$ cat config.mk
export PLATFORM = sky130hd
export DESIGN_NAME = periph_msg_fifo
export DESIGN_NICKNAME = d
export VERILOG_FILES = /design/src/rtl/periph_msg_fifo.sv
export SDC_FILE = /design/constraint.sdc
export NUM_CORES = 1
export LEC_CHECK = 0
export CORE_AREA = 8 8 184 142
export CTS_CLUSTER_DIAMETER = 40
export CTS_CLUSTER_SIZE = 12
export DETAILED_ROUTE_END_ITERATION = 8
export DIE_AREA = 0 0 192 150
export PLACE_DENSITY = 0.76
export SKIP_LAST_GASP = 1
export SYNTH_ARGS = -nofsm -noshare
export SYNTH_HDL_FRONTEND = slang
export SYNTH_SLANG_ARGS = --single-unit
export TNS_END_PERCENT = 1
$ cat constraint.sdc
create_clock -name clk -period 3.9 [get_ports clk]
set_input_delay 0.78 -clock clk [delete_from_list [all_inputs] [get_ports clk]]
set_output_delay 0.78 -clock clk [all_outputs]
set_load 0.05 [all_outputs]
$ cat src/rtl/periph_msg_fifo.sv
// rtl/periph_msg_fifo.sv - message FIFO with neighbour push port and peripheral-bus pop/status/control
module periph_msg_fifo #(
  parameter int DEPTH      = 8,
  parameter int DATA_WIDTH = 32,
  parameter int ADDR_WIDTH = 32
) (
  input  logic                    clk,
  input  logic                    rst_ni,
  input  logic                    data_req_i,
  input  logic [ADDR_WIDTH-1:0]   data_add_i,
  input  logic                    data_wen_i,
  input  logic [DATA_WIDTH-1:0]   data_wdata_i,
  input  logic [DATA_WIDTH/8-1:0] data_be_i,
  output logic                    data_gnt_o,
  output logic                    data_r_valid_o,
  output logic [DATA_WIDTH-1:0]   data_r_rdata_o,
  output logic                    data_r_opc_o,
  input  logic                    push_valid_i,
  input  logic [DATA_WIDTH-1:0]   push_data_i,
  output logic                    push_ready_o,
  output logic                    not_empty_o
);

  localparam int PW = $clog2(DEPTH);
  localparam int CW = PW + 1;

  localparam logic [1:0] SEL_DATA   = 2'd0;
  localparam logic [1:0] SEL_STATUS = 2'd1;
  localparam logic [1:0] SEL_CTRL   = 2'd2;

  logic [DATA_WIDTH-1:0] mem_q [DEPTH];
  logic [PW-1:0]         rd_ptr_q, rd_ptr_d;
  logic [PW-1:0]         wr_ptr_q, wr_ptr_d;
  logic [CW-1:0]         count_q, count_d;

  logic                  r_valid_q, r_valid_d;
  logic [DATA_WIDTH-1:0] r_rdata_q, r_rdata_d;
  logic                  r_opc_q, r_opc_d;

  logic [1:0]            reg_sel;
  logic                  is_empty, is_full;
  logic                  flush, pop, push;
  logic [DATA_WIDTH-1:0] status_word;

  // Address bits outside [3:2], byte enables and upper CTRL bits carry no meaning here.
  logic unused_bits;
  assign unused_bits = ^{data_be_i, data_add_i[ADDR_WIDTH-1:4], data_add_i[1:0],
                         data_wdata_i[DATA_WIDTH-1:1]};

  assign reg_sel    = data_add_i[3:2];
  assign is_empty   = (count_q == '0);
  assign is_full    = (count_q == CW'(DEPTH));

  // Every request is accepted in the cycle it is presented.
  assign data_gnt_o = data_req_i;

  // Flush beats an incoming push; a pop never frees room for a same-cycle push (no bypass).
  assign flush        = data_req_i && !data_wen_i && (reg_sel == SEL_CTRL) && data_wdata_i[0];
  assign pop          = data_req_i && data_wen_i && (reg_sel == SEL_DATA) && !is_empty;
  assign push_ready_o = !is_full && !flush;
  assign push         = push_valid_i && push_ready_o;

  assign not_empty_o  = !is_empty;

  assign data_r_valid_o = r_valid_q;
  assign data_r_rdata_o = r_rdata_q;
  assign data_r_opc_o   = r_opc_q;

  // Status snapshot reflects the level before this cycle's push/pop.
  always_comb begin
    status_word       = '0;
    status_word[15:0] = 16'(count_q);
    status_word[16]   = is_empty;
    status_word[17]   = is_full;
  end

  // Decode the bus access into the response that will appear next cycle.
  always_comb begin
    r_valid_d = data_req_i;
    r_rdata_d = '0;
    r_opc_d   = 1'b0;
    if (data_req_i) begin
      unique case (reg_sel)
        SEL_DATA: begin
          if (!data_wen_i) begin
            r_opc_d = 1'b1;
          end else if (is_empty) begin
            r_opc_d = 1'b1;
          end else begin
            r_rdata_d = mem_q[rd_ptr_q];
          end
        end
        SEL_STATUS: begin
          if (data_wen_i) r_rdata_d = status_word;
        end
        SEL_CTRL: begin
          r_rdata_d = '0;
        end
        default: begin
          r_opc_d = 1'b1;
        end
      endcase
    end
  end

  // Pointer and level update; flush clears everything regardless of push/pop.
  always_comb begin
    rd_ptr_d = rd_ptr_q;
    wr_ptr_d = wr_ptr_q;
    count_d  = count_q;
    if (flush) begin
      rd_ptr_d = '0;
      wr_ptr_d = '0;
      count_d  = '0;
    end else begin
      if (pop)  rd_ptr_d = rd_ptr_q + PW'(1);
      if (push) wr_ptr_d = wr_ptr_q + PW'(1);
      count_d = count_q + CW'(push) - CW'(pop);
    end
  end

  // Control state and registered bus response.
  always_ff @(posedge clk or negedge rst_ni) begin
    if (!rst_ni) begin
      rd_ptr_q  <= '0;
      wr_ptr_q  <= '0;
      count_q   <= '0;
      r_valid_q <= 1'b0;
      r_rdata_q <= '0;
      r_opc_q   <= 1'b0;
    end else begin
      rd_ptr_q  <= rd_ptr_d;
      wr_ptr_q  <= wr_ptr_d;
      count_q   <= count_d;
      r_valid_q <= r_valid_d;
      r_rdata_q <= r_rdata_d;
      r_opc_q   <= r_opc_d;
    end
  end

  // Storage array; contents are don't-care until written, so it has no reset.
  always_ff @(posedge clk) begin
    if (push) mem_q[wr_ptr_q] <= push_data_i;
  end

endmodule

==> qor.txt <==
Run status: finished, final reports clean
Die ar.: 0.0288 mm2
Worst-path clk slew: 50 ps
Clk sinks: 300
First-pass GRT wire length: 34.8 mm
M1 WL: 9.46 mm
Maxcap violations: 0
Global Route Usage Sum: 0.160
EDFF count, synth: 256
Gpl congestion: 0.735
DR WL/cell: 23.1 um
Synth Register Bits: 300
# diodes: 0
Power per cell area: 693 mW/mm2
Endpoint class of the critical path: output pin
Post-DP HPWL: 12.8 mm
Relative slew slack: 0.245
Hold_ws: 265 ps
Port Buffers: 76
DR top layer: met5
Total grt overflow: 0
Worst endpoint data arrival time: 2410 ps
CTS Hold Buffers Added: 0
Synthesized area: 0.0114 mm2
Syn_area_per_cell: 20.9 um2
Req. time, crit path: 3120 ps
Rows: 49
Post-Layout Cell Count: 982
Area leader, netlist: edfxtp_1
Unrepaired setup endpoints after global routing: no
Final Critical Period: 3190 ps
Final Hold Fails: 0
Asr flop ratio synth: 0.147
Most frequent cell after synthesis: edfxtp_1
Most instantiated cells after synthesis: edfxtp_1 (256), mux4_2 (47), dfrtp_1 (44)
Share of post-route cells with drive strength above 1: 0.198
Pin count of the biggest net entering global routing: 79
Initial antenna violation count: 1
Crit. Startpoint: count_q[3]
Starting Density: 0.488
Max Clock Freq: 0.314 GHz
IO Count: 142
Synth Area in XOR/XNOR: 0.00460
Placed Cells: 916
Die height: 150 um
Nets@finish: 765
PostCTS Resize Cnt: 0
Design area: 0.0138 mm2
Detailed Route Iter0 Violations: 424
CTS Buffer Depth: 3
Yosys cell types: 40
Cell Area, Placed: 0.0126 mm2
Reg-to-Reg Start: count_q[2]
Main combinational cell family by area after synthesis: multiplexers
Synth top area cells: edfxtp_1 (67%), dfrtp_1 (9.6%), mux4_2 (9.3%), mux2i_1 (3.3%), nor2_1 (1.3%)
Critical path cell sequence: inv_1, ha_1, or3b_1, clkdlybuf4s50_1
CTS Buf Count: 36
Root buffer cell: clkbuf_16
Least-Margin Pin Slew: 1130 ps
Vias/cell: 5.58
Metal3 WL: 1.71 mm
Pleak: 4.66 nW
Tcrit/Tclk final: 0.818
Worst min path class: in -> async
Via Count: 5481
CTS tree: yes
Syn_nets: 663
FF-to-FF setup slack: 1290 ps
Die width: 192 um
Worst stage delay on the critical path: 760 ps
Synth Warn #: 0
CORE AREA: 0.0234 mm2
# DRC: 0
Met2 wire length: 11.0 mm
First drt pass iteration count: 4
Top cell type's share of synthesized area: 0.673
Area grow syn2layout: 20.7%
Worst Reg-to-Reg Cells: 11
Mux cell area share after synthesis: 0.149
Post-synthesis simple-gate area fraction: 0.0281
Critical path startpoint category: flip-flop
Clock latency on the worst-skew pair: 520 ps
Critical path type: reg -> out
Max-slew violations: 0
Post-synthesis compound-gate area fraction: 0.0153
Top_reg_cell synth: edfxtp_1
Adder-cell share of the synthesized area: 0.0138
Post-CTS Repair Setup Buffers: 0
Vias in the first global route: 5818
Setup Skew: 16.3 ps
Crit Path Max Fanout: 6
H-tree Lvls: 2
R2r endpoint: count_q[2]
WL final: 22.7 mm
Seq/Total Area, Yosys: 0.770
Antenna Nets Post-Route: 0
Final setup viols: 0
Crit-path slowest cell: clkdlybuf4s50_1
Max IR drop VDD: 0.000373 V
Syn Inst Count: 546
routing by layer:
layer  vias to the layer above  global-route usage
li1                       2402                   -
met1                      2837               0.211
met2                       196               0.260
met3                        44              0.0389
met4                         2              0.0530
met5                         -                   0
layout by cell type (no fill, tap or decap), types with 10 or more instances in the layout:
cell             instances
edfxtp_1               256
clkdlybuf4s50_1         74
mux4_2                  47
dfrtp_1                 41
mux2i_1                 38
clkbuf_16               37
nor2_1                  33
ha_1                    11
clkbuf_1                10
worst max-delay path by stage:
stage                         endpoint  slack [ps]  cells past startpoint
after floorplan            mem_q[1][0]        -250                      5
after global placement      count_q[2]         460                     11
after CTS                  not_empty_o         680                      4
after global routing       not_empty_o         620                      4
final                      not_empty_o         710                      4
after detailed placement  mem_q[7][11]         450                      7
per-stage QoR:
step	TNS (ps)	util	setup WS (ps)	power (mW)
after global routing	0	0.589	619	9.96
after global placement	0	0.540	456	6.37
after CTS	0	0.589	681	9.67
after detailed placement	0	0.540	448	6.48
after floorplan	-7980	-	-249	5.86
final	0	0.589	712	9.56
layout make-up:
cell class                 count  area, um2
fill                        1675       9630
sequential                   300       8800
multi-input combinational    212       2470
clock buffer                  51       1020
timing repair buffer          89        951
tap                          306        383
clock inverter                15        131
inverter                       9       33.8
registers in the layout, summed over array words and instances, names as in the netlist:
register,cells
data_r_opc_o,1
rd_ptr_q,3
wr_ptr_q,3
mem_q,256
data_r_valid_o,1
count_q,4
data_r_rdata_o,32
report_power, final:
group	internal (mW)	leakage, nW	total [mW]	switching (mW)
Clock	1.90	0.550	3.17	1.27
Combinational	1.02	1.20	1.97	0.943
Sequential	3.97	2.91	4.42	0.452
critical path: cells and delay by family, from the launching register on:
| kind | cells | cell delay (ps) |
|---|---|---|
| buf+inv | 2 | 870 |
| simple gates | 1 | 490 |
| flops | 1 | 390 |
| fa+ha+maj | 1 | 140 |
logic make-up (layout without fill, tap and decap cells):
logic type | count (synthesis) | count (layout)
and+or+nand+nor | 68 | 68
xor gates and xnor gates | 6 | 6
muxes | 102 | 102
buffers and inverters | 34 | 164
adders and majority gates | 12 | 12
DFF | 300 | 300
AOI/OAI and AO/OA | 24 | 24
No activity file was read; power rests on OpenSTA's default activity.
